<file path="config.mk">
export PLATFORM = sky130hd
export DESIGN_NAME = regs_scoreboard_flat
export DESIGN_NICKNAME = d
export VERILOG_FILES = /design/src/rtl/regs_scoreboard_if.sv /design/src/rtl/regs_scoreboard.sv /design/src/flat_wrapper.sv
export SDC_FILE = /design/constraint.sdc
export NUM_CORES = 1
export LEC_CHECK = 0
export ABC_AREA = 0
export CAP_MARGIN = 40
export CORE_AREA = 2 2 129 131
export DETAILED_ROUTE_END_ITERATION = 6
export DIE_AREA = 0 0 131 133
export PLACE_DENSITY = 0.81
export SYNTH_ARGS = -nofsm -noshare
export SYNTH_HDL_FRONTEND = slang
export SYNTH_SLANG_ARGS = --single-unit
</file>
<file path="constraint.sdc">
create_clock -name clk -period 4.55 [get_ports clk]
set_clock_uncertainty 0.2 [all_clocks]
set_input_delay 0.6825 -clock clk [delete_from_list [all_inputs] [get_ports clk]]
set_output_delay 0.6825 -clock clk [all_outputs]
set_load 0.01 [all_outputs]
</file>
<file path="src/rtl/regs_scoreboard_if.sv">
// rtl/regs_scoreboard_if.sv - decode issue and writeback handshake bundle for the register scoreboard
interface regs_scoreboard_if;
  logic       issue_valid;
  logic [4:0] issue_rs1;
  logic [4:0] issue_rs2;
  logic       issue_use_rs1;
  logic       issue_use_rs2;
  logic       issue_wr;
  logic [4:0] issue_rd;
  logic       issue_ready;
  logic       wb_valid;
  logic [4:0] wb_addr;
  logic       flush;

  modport master (
    output issue_valid, issue_rs1, issue_rs2, issue_use_rs1, issue_use_rs2,
    output issue_wr, issue_rd, wb_valid, wb_addr, flush,
    input  issue_ready
  );

  modport slave (
    input  issue_valid, issue_rs1, issue_rs2, issue_use_rs1, issue_use_rs2,
    input  issue_wr, issue_rd, wb_valid, wb_addr, flush,
    output issue_ready
  );
endinterface

</file>
<file path="src/rtl/regs_scoreboard.sv">
// rtl/regs_scoreboard.sv - per-register in-flight write tracker gating decode issue
module regs_scoreboard #(
  parameter int CNT_W  = 2,
  parameter int PERF_W = 32
) (
  input  logic              clk,
  input  logic              rst,
  regs_scoreboard_if.slave  bus,
  output logic [31:0]       busy_mask,
  output logic              underflow_err,
  output logic [PERF_W-1:0] stall_cycles
);

  localparam logic [CNT_W-1:0] CNT_MAX = '1;
  localparam logic [CNT_W-1:0] CNT_ONE = CNT_W'(1);

  logic [CNT_W-1:0] pending [32];
  logic [CNT_W-1:0] eff     [32];
  logic [CNT_W-1:0] nxt     [32];
  logic [31:0]      dec;
  logic [31:0]      inc;
  logic             raw1;
  logic             raw2;
  logic             full;
  logic             fire;
  logic             wb_under;

  // Writeback retires this cycle; the register file commits on the falling
  // edge, so readers already see the value and the decremented count applies.
  always_comb begin
    dec = '0;
    for (int r = 0; r < 32; r++) begin
      dec[r] = bus.wb_valid && (bus.wb_addr == 5'(r)) && (r != 0) && (pending[r] != '0);
      eff[r] = dec[r] ? (pending[r] - CNT_ONE) : pending[r];
    end
  end

  // Hazard detection and issue handshake; independent of issue_valid.
  always_comb begin
    raw1 = bus.issue_use_rs1 && (bus.issue_rs1 != 5'd0) && (eff[bus.issue_rs1] != '0);
    raw2 = bus.issue_use_rs2 && (bus.issue_rs2 != 5'd0) && (eff[bus.issue_rs2] != '0);
    full = bus.issue_wr && (bus.issue_rd != 5'd0) && (eff[bus.issue_rd] == CNT_MAX);
    bus.issue_ready = !bus.flush && !raw1 && !raw2 && !full;
    fire = bus.issue_valid && bus.issue_ready;
  end

  // Next pending count: issue increments, writeback decrements, both cancel.
  always_comb begin
    inc = '0;
    for (int r = 0; r < 32; r++) begin
      inc[r] = fire && bus.issue_wr && (bus.issue_rd == 5'(r)) && (r != 0);
      nxt[r] = pending[r];
      if (inc[r] && !dec[r]) begin
        nxt[r] = pending[r] + CNT_ONE;
      end else if (!inc[r] && dec[r]) begin
        nxt[r] = pending[r] - CNT_ONE;
      end
    end
  end

  // Retiring an address that has nothing outstanding; flushed writebacks are ignored.
  always_comb begin
    wb_under = bus.wb_valid && (bus.wb_addr != 5'd0) && (pending[bus.wb_addr] == '0) && !bus.flush;
  end

  // Pending counters; flush drops every outstanding write.
  always_ff @(posedge clk or posedge rst) begin
    if (rst) begin
      for (int r = 0; r < 32; r++) begin
        pending[r] <= '0;
      end
    end else begin
      for (int r = 0; r < 32; r++) begin
        pending[r] <= bus.flush ? '0 : nxt[r];
      end
    end
  end

  // Busy view of the registered counters, x0 never busy.
  always_comb begin
    busy_mask = '0;
    for (int r = 1; r < 32; r++) begin
      busy_mask[r] = (pending[r] != '0);
    end
  end

  // Sticky underflow flag, cleared only by reset.
  always_ff @(posedge clk or posedge rst) begin
    if (rst) begin
      underflow_err <= 1'b0;
    end else if (wb_under) begin
      underflow_err <= 1'b1;
    end
  end

  // Saturating count of cycles where decode was held off.
  always_ff @(posedge clk or posedge rst) begin
    if (rst) begin
      stall_cycles <= '0;
    end else if (bus.issue_valid && !bus.issue_ready && (stall_cycles != '1)) begin
      stall_cycles <= stall_cycles + PERF_W'(1);
    end
  end

endmodule

</file>
<file path="src/flat_wrapper.sv">
// flat-port wrapper written by rule: the top's interface ports become plain ports
module regs_scoreboard_flat 
#(
  parameter int CNT_W  = 2,
  parameter int PERF_W = 32
)
  (clk, rst, busy_mask, underflow_err, stall_cycles, bus_issue_valid, bus_issue_rs1, bus_issue_rs2, bus_issue_use_rs1, bus_issue_use_rs2, bus_issue_wr, bus_issue_rd, bus_wb_valid, bus_wb_addr, bus_flush, bus_issue_ready);
  regs_scoreboard_if bus_i ();
  input  logic clk;
  input  logic rst;
  output logic [31:0] busy_mask;
  output logic underflow_err;
  output logic [PERF_W-1:0] stall_cycles;
  input wire logic [$bits(bus_i.issue_valid)-1:0] bus_issue_valid;
  input wire logic [$bits(bus_i.issue_rs1)-1:0] bus_issue_rs1;
  input wire logic [$bits(bus_i.issue_rs2)-1:0] bus_issue_rs2;
  input wire logic [$bits(bus_i.issue_use_rs1)-1:0] bus_issue_use_rs1;
  input wire logic [$bits(bus_i.issue_use_rs2)-1:0] bus_issue_use_rs2;
  input wire logic [$bits(bus_i.issue_wr)-1:0] bus_issue_wr;
  input wire logic [$bits(bus_i.issue_rd)-1:0] bus_issue_rd;
  input wire logic [$bits(bus_i.wb_valid)-1:0] bus_wb_valid;
  input wire logic [$bits(bus_i.wb_addr)-1:0] bus_wb_addr;
  input wire logic [$bits(bus_i.flush)-1:0] bus_flush;
  output wire logic [$bits(bus_i.issue_ready)-1:0] bus_issue_ready;
  assign bus_i.issue_valid = bus_issue_valid;
  assign bus_i.issue_rs1 = bus_issue_rs1;
  assign bus_i.issue_rs2 = bus_issue_rs2;
  assign bus_i.issue_use_rs1 = bus_issue_use_rs1;
  assign bus_i.issue_use_rs2 = bus_issue_use_rs2;
  assign bus_i.issue_wr = bus_issue_wr;
  assign bus_i.issue_rd = bus_issue_rd;
  assign bus_i.wb_valid = bus_wb_valid;
  assign bus_i.wb_addr = bus_wb_addr;
  assign bus_i.flush = bus_flush;
  assign bus_issue_ready = bus_i.issue_ready;
  regs_scoreboard #(.CNT_W(CNT_W), .PERF_W(PERF_W)) u_core (.clk(clk), .rst(rst), .bus(bus_i), .busy_mask(busy_mask), .underflow_err(underflow_err), .stall_cycles(stall_cycles));
endmodule
</file>
Yosys cells after proc, flatten, opt, wreduce, memory -nomap -nowiden:

Cells that the tools add are included.

* flip-flop bits (word level): 97
* bits of input ports: 28
* output and inout port bits: 66
* logic and storage cells: 613

* $add $sub $neg: 63
* order comparisons: 4
* eq/ne operators: 64
* multiplexer cells: 137
* bitwise gates (word level): 4
* reductions and logical operators: 307

Operators by type and width (count)
* $mux 2: 133
* $logic_and 1x1->1: 171
* $eq 5x5->1 const B: 32
* $reduce_bool 3->1: 31
* $eq 5x4->1 const B: 16
* $logic_not 1->1: 67
* $reduce_bool 2->1: 33
* $add 2x1->2 const B: 31
* $sub 2x1->2 const B: 31
* $bmux 2 s5: 4
* $eq 5x3->1 const B: 8
* $add 32x1->32 const B: 1
* $ne 32x32->1 const B: 1
* $ge 6x6->1 const B: 4
* $not 5->6: 4
* $eq 5x2->1 const B: 4
* $reduce_bool 5->1: 4
* $eq 5x1->1 const B: 2
* $eq 2x2->1 const B: 1
* $logic_not 2->1: 1

Depth between registers and ports, before layout:

* depth after elaboration: 21
* depth in mapped cells: 16
* gate-level depth less buffers: 13

Worst setup path after synthesis:

OpenSTA, ideal clock, no wires.

* path type: in2reg
* start: input bus_wb_addr[1]
* end: register u_core.stall_cycles[1]
* library setup time: 0.125 ns
* data arrival time: 4.226 ns
* data required time: 4.225 ns
* slack: -0.001 ns
* stages: 14
* path buffers: 4
* path through: buf_2 > or2_2 > or3_1 > clkbuf_1 > xnor2_1 > mux4_2 > a2111oi_0 > a2111oi_0 > or3_4 > nor3_1 > or2_1 > clkbuf_1 > buf_2 > mux2_2

* longest elaborated chain between the ends: 16
* elaborated cells between the ends (all ways): 148
* classes of those cells: eq/ne (32); mux (40); reduce/logical (76)

Ends and longest elaborated chain
* start: declaration: RTL line flat_wrapper.sv:22 `input wire logic [$bits(bus_i.wb_addr)-1:0] bus_wb_addr;`
* $eq 5x5->1 (tied with other cells): RTL line regs_scoreboard.sv:33 `dec[r] = bus.wb_valid && (bus.wb_addr == 5'(r)) && (r != 0) && (pending[r] != '0);`
* $logic_and 1x1->1 (2 in series): RTL line regs_scoreboard.sv:33
* $mux 2: RTL line regs_scoreboard.sv:34 `eff[r] = dec[r] ? (pending[r] - CNT_ONE) : pending[r];`
* $bmux 2 s5: RTL line regs_scoreboard.sv:40 `raw1 = bus.issue_use_rs1 && (bus.issue_rs1 != 5'd0) && (eff[bus.issue_rs1] != '0);`
* $mux 2 (not written as such) (2 in series): RTL line regs_scoreboard.sv:40
* $reduce_bool 2->1: RTL line regs_scoreboard.sv:40
* $logic_and 1x1->1: RTL line regs_scoreboard.sv:40
* $logic_not 1->1: RTL line regs_scoreboard.sv:43 `bus.issue_ready = !bus.flush && !raw1 && !raw2 && !full;`
* $logic_and 1x1->1 (2 in series): RTL line regs_scoreboard.sv:43
* $logic_and 1x1->1 *: RTL line regs_scoreboard.sv:43
* named net bus_issue_ready: RTL line flat_wrapper.sv:24 `output wire logic [$bits(bus_i.issue_ready)-1:0] bus_issue_ready;`
* $logic_not 1->1 *: RTL line regs_scoreboard.sv:100 `end else if (bus.issue_valid && !bus.issue_ready && (stall_cycles != '1)) begin`
* $logic_and 1x1->1 * (2 in series): RTL line regs_scoreboard.sv:100
* end signal: assignment: RTL line regs_scoreboard.sv:101 `stall_cycles <= stall_cycles + PERF_W'(1);`
* end: declaration: RTL line regs_scoreboard.sv:11 `output logic [PERF_W-1:0] stall_cycles`

Mark *: on every way through the listed nets, which the timed path passes. The rest lies on a longest branch. The select of a mux whose other input is x is not followed.
A chain may end at the register's enable or synchronous reset.

Worst setup path in the final report:

* start: input bus_issue_rs1[1]
* end: output bus_issue_ready

* longest elaborated chain between the ends: 10
* elaborated cells between the ends (all ways): 12
* classes of those cells: mux (3); bitwise (1); reduce/logical (8)

Ends and longest elaborated chain
* start: declaration: RTL line flat_wrapper.sv:15 `input wire logic [$bits(bus_i.issue_rs1)-1:0] bus_issue_rs1;`
* $not 5->6 (not written as such): RTL line regs_scoreboard.sv:40
* $bmux 2 s5: RTL line regs_scoreboard.sv:40
* $mux 2 (not written as such) (2 in series): RTL line regs_scoreboard.sv:40
* $reduce_bool 2->1: RTL line regs_scoreboard.sv:40
* $logic_and 1x1->1 *: RTL line regs_scoreboard.sv:40
* $logic_not 1->1 *: RTL line regs_scoreboard.sv:43
* $logic_and 1x1->1 * (3 in series): RTL line regs_scoreboard.sv:43
* end: declaration: RTL line flat_wrapper.sv:24

Mark *: on every way between the ends. The rest lies on a longest branch, timed or not. The select of a mux whose other input is x is not followed.

==> metrics.txt <==
outcome=finished, violations left; violated checks=DRC, setup timing; maximum clock insertion buffer count=2; Leak=5.67 nW; Unique masters post-synth=88; vias in the first global route=10,657; Final min period=between 4 and 5 ns; period utilisation layout=102%; TritonCTS clock tree=done; Root Driver=clkbuf_16; WP buf/inv=5; most area-consuming cells after synthesis=dfrtp_1, xnor2_1, inv_1, nor2_1, ha_1; # rows=47; hold buffer count at cts=0; post-synthesis sequential area ratio=between 20 and 30%; crit path cell chain=clkdlybuf4s50_1 -> clkinv_1 -> buf_4 -> nand2_1 -> a211oi_1 -> o41ai_2 -> a2111oi_4 -> buf_4 -> o32ai_2 -> or3_4 -> nor3_4 -> buf_2; EDFF count, synth=0; worst skew pair latency=about 0.38 ns; Main synth FF type=dfrtp_1; drt drc=3; slew margin rel.=45.8%; maximum fanout along the worst path=7; Max Slew Vio Count=0; WP data required=around 3.7 ns; pin slew with the least headroom to its limit=0.810 ns; die area=approximately 17,000 um2; Worst Path Arrival=3.78 ns; share of synthesized flip-flops with an asynchronous set or reset=between 90% and 100%; via count=~11,000; CP peak stage delay=between 0.5 and 0.6 ns; die span in x=131 um; diode count=0; H-tree lvl count=3; share of layout cells above drive strength 1=roughly 29%; TritonCTS Sinks=between 90 and 100; grt total ovfl=0; Post-Syn Area per Cell=around 7.8 um2; RD Place Congestion=1.09; DRT Pass-1 Iters=7; min-delay worst type=flop to flop; Syn Inst Count=between 1,000 and 1,500; Setup violations, final=14; average wire per standard cell=between 20 and 25 um; initial antenna violation count=1; area of the core=approximately 16,000 um2; final setup margin=-0.108 ns; DR iter-0 viols=roughly 1,600; CP delay by family, top=buffers and inverters; Starting Density=around 57%; Clock Pin Slew Worst Setup and Hold Paths=approximately 0.08 ns; largest net degree at the start of global routing=57; final core utilization=82.0%; Maximum Capacitance Violations=0; Fin. Hold Viols=0; most used cell, CP=buf_4; setup TNS=-0.529 ns; Slowest cell on crit path=clkdlybuf4s50_1; port bufs=approximately 90; Setup Crit Path Kind=input port to primary output; Worst Setup End Kind=primary output; Synth Register Bits=95; routed vias/inst=roughly 6.6; IO Pins=94; worst vdd ir=between 0.2 and 0.25 mV; crit path launch type=input port; antenna-violating nets left=0; net count after synthesis=1,244; PD cells=between 150 and 200 nW/um2; Synth top area share=between 20% and 30%; Netlist Area Pre-Place=9230 um2; leading area contributor after synthesis=dfrtp_1; Ys Warns=0; Routed WL=between 30,000 and 40,000 um; Layout area overhead=43.7%; dpl hpwl=a little under 30,000 um; fin nets=1,567; clock buffer count from CTS=9; Max Freq=215 MHz; die height=~130 um; gr usage total=between 40 and 50%; first-pass GRT wire length=just under 60,000 um
[final timing paths]
kind	slack, ns	startpoint	cells after the start	to
hold reg to reg	0.29	u_core.underflow_err$_DFFE_PP0P_	1	u_core.underflow_err$_DFFE_PP0P_
hold / removal	0.29	u_core.underflow_err$_DFFE_PP0P_	1	u_core.underflow_err$_DFFE_PP0P_
min in group asynchronous	0.56	rst	2	u_core.pending[24]$_DFFE_PP0P_
setup / recovery	-0.11	bus_issue_rs1[1]	12	bus_issue_ready
max in group asynchronous	2.72	rst	3	u_core.pending[43]$_DFFE_PP0P_
setup reg to reg	-0.07	u_core.pending[53]$_DFFE_PP0P_	15	u_core.pending[61]$_DFFE_PP0P_
[kinds of logic after synthesis]
kind of cell    Yosys count  share of synthesized area, %
simple gates            472                          27.5
fa+ha+maj                35                          4.68
mux                      45                          5.96
xor+xnor                 95                          9.01
flops                    95                          25.8
compound gates          249                          18.9
buf+inv                 192                          8.19
other cells               1                        0.0406
[Yosys cell counts (all sizes together) (5+ instances only)]
| cell type | instances |
|---|---|
| nor3 | 65 |
| nor2b | 7 |
| a22oi | 8 |
| inv | 121 |
| o21a | 6 |
| a211oi | 23 |
| or4 | 5 |
| o211ai | 6 |
| ha | 32 |
| clkbuf | 49 |
| nor4 | 29 |
| mux4 | 7 |
| nand3b | 9 |
| nand2b | 12 |
| o221ai | 8 |
| xnor2 | 66 |
| a2111oi | 10 |
| o31ai | 13 |
| nand4 | 21 |
| nand3 | 38 |
| and2 | 18 |
| a311oi | 8 |
| nand2 | 92 |
| a21oi | 44 |
| a211o | 6 |
| buf | 21 |
| or2 | 13 |
| a31oi | 24 |
| xor2 | 29 |
| nor2 | 110 |
| mux2 | 10 |
| o21ai | 29 |
| and3 | 5 |
| or3 | 23 |
| dfrtp | 95 |
| o311ai | 9 |
| mux2i | 28 |
| o22ai | 17 |
[report_power, final]
group,internal [mW],switching [mW]
Combinational,0.339,0.430
Sequential,0.883,0.0579
Clock,0.394,0.414
[metrics by stage]
step                setup WS [ns]  hold WS (ns)  area [um2]  total power [mW]  std cells
floorplan                  0.0764         0.313        9240              1.28       1184
global placement            -1.04         0.260       12200              1.61       1694
detailed placement          -1.00         0.269       12200              1.63       1695
CTS                       0.00391         0.287       13000              2.46       1726
global route               -0.151         0.318       13300              2.59       1732
finish                     -0.108         0.287       13300              2.52       1732
[metal layers]
layer  vias up  wire, um  global-route usage [%]  part of all wire, %
li1       4935         -                       -                    -
met1      5347     14200                    54.9                   37
met2       833     16900                    65.0                   43
met3       260      4770                    12.5                   12
met4         0      2990                    26.9                  7.7
met5         -         0                       0                    0
[cells in the final DEF (no fill, tap or decap), types with 23 or more instances in the layout]
cell	instances
xor2_1	29
clkdlybuf4s50_1	84
nand3_1	37
buf_4	268
nand2_1	87
a21oi_1	44
dfrtp_1	95
xnor2_1	60
ha_1	32
nor2_1	108
mux2i_1	23
nor3_1	56
inv_1	119
[flip-flops by register name, indices dropped and copies added (netlist names)]
name,count
u_core.pending,62
u_core.stall_cycles,32
u_core.underflow_err,1
[cell type report]
class                      instances  area (um2)
sequential                        95        2380
clock inverter                     7        86.3
multi-input combinational        897        6620
inverter                         122         460
timing repair buffer             382        3220
tap                              220         275
fill                            1078        2900
clock buffer                       9         225
[timing repair]
item / CTS / global route
pin swaps: 19 / 31
gates cloned: 2 / 1
resized for setup: 95 / 57
endpoints found under the setup margin: 95 / 50
setup buffers: 13 / 6
[worst register-to-register path: cells and delay by family (launching register included)]
family / cells / cell delay (ns)
compound gates: 5 / 1.32
simple gates: 4 / 1.27
fa+ha+maj: 2 / 0.66
buf+inv: 4 / 0.60
flops: 1 / 0.47
Power figures use the tool's default switching activity.
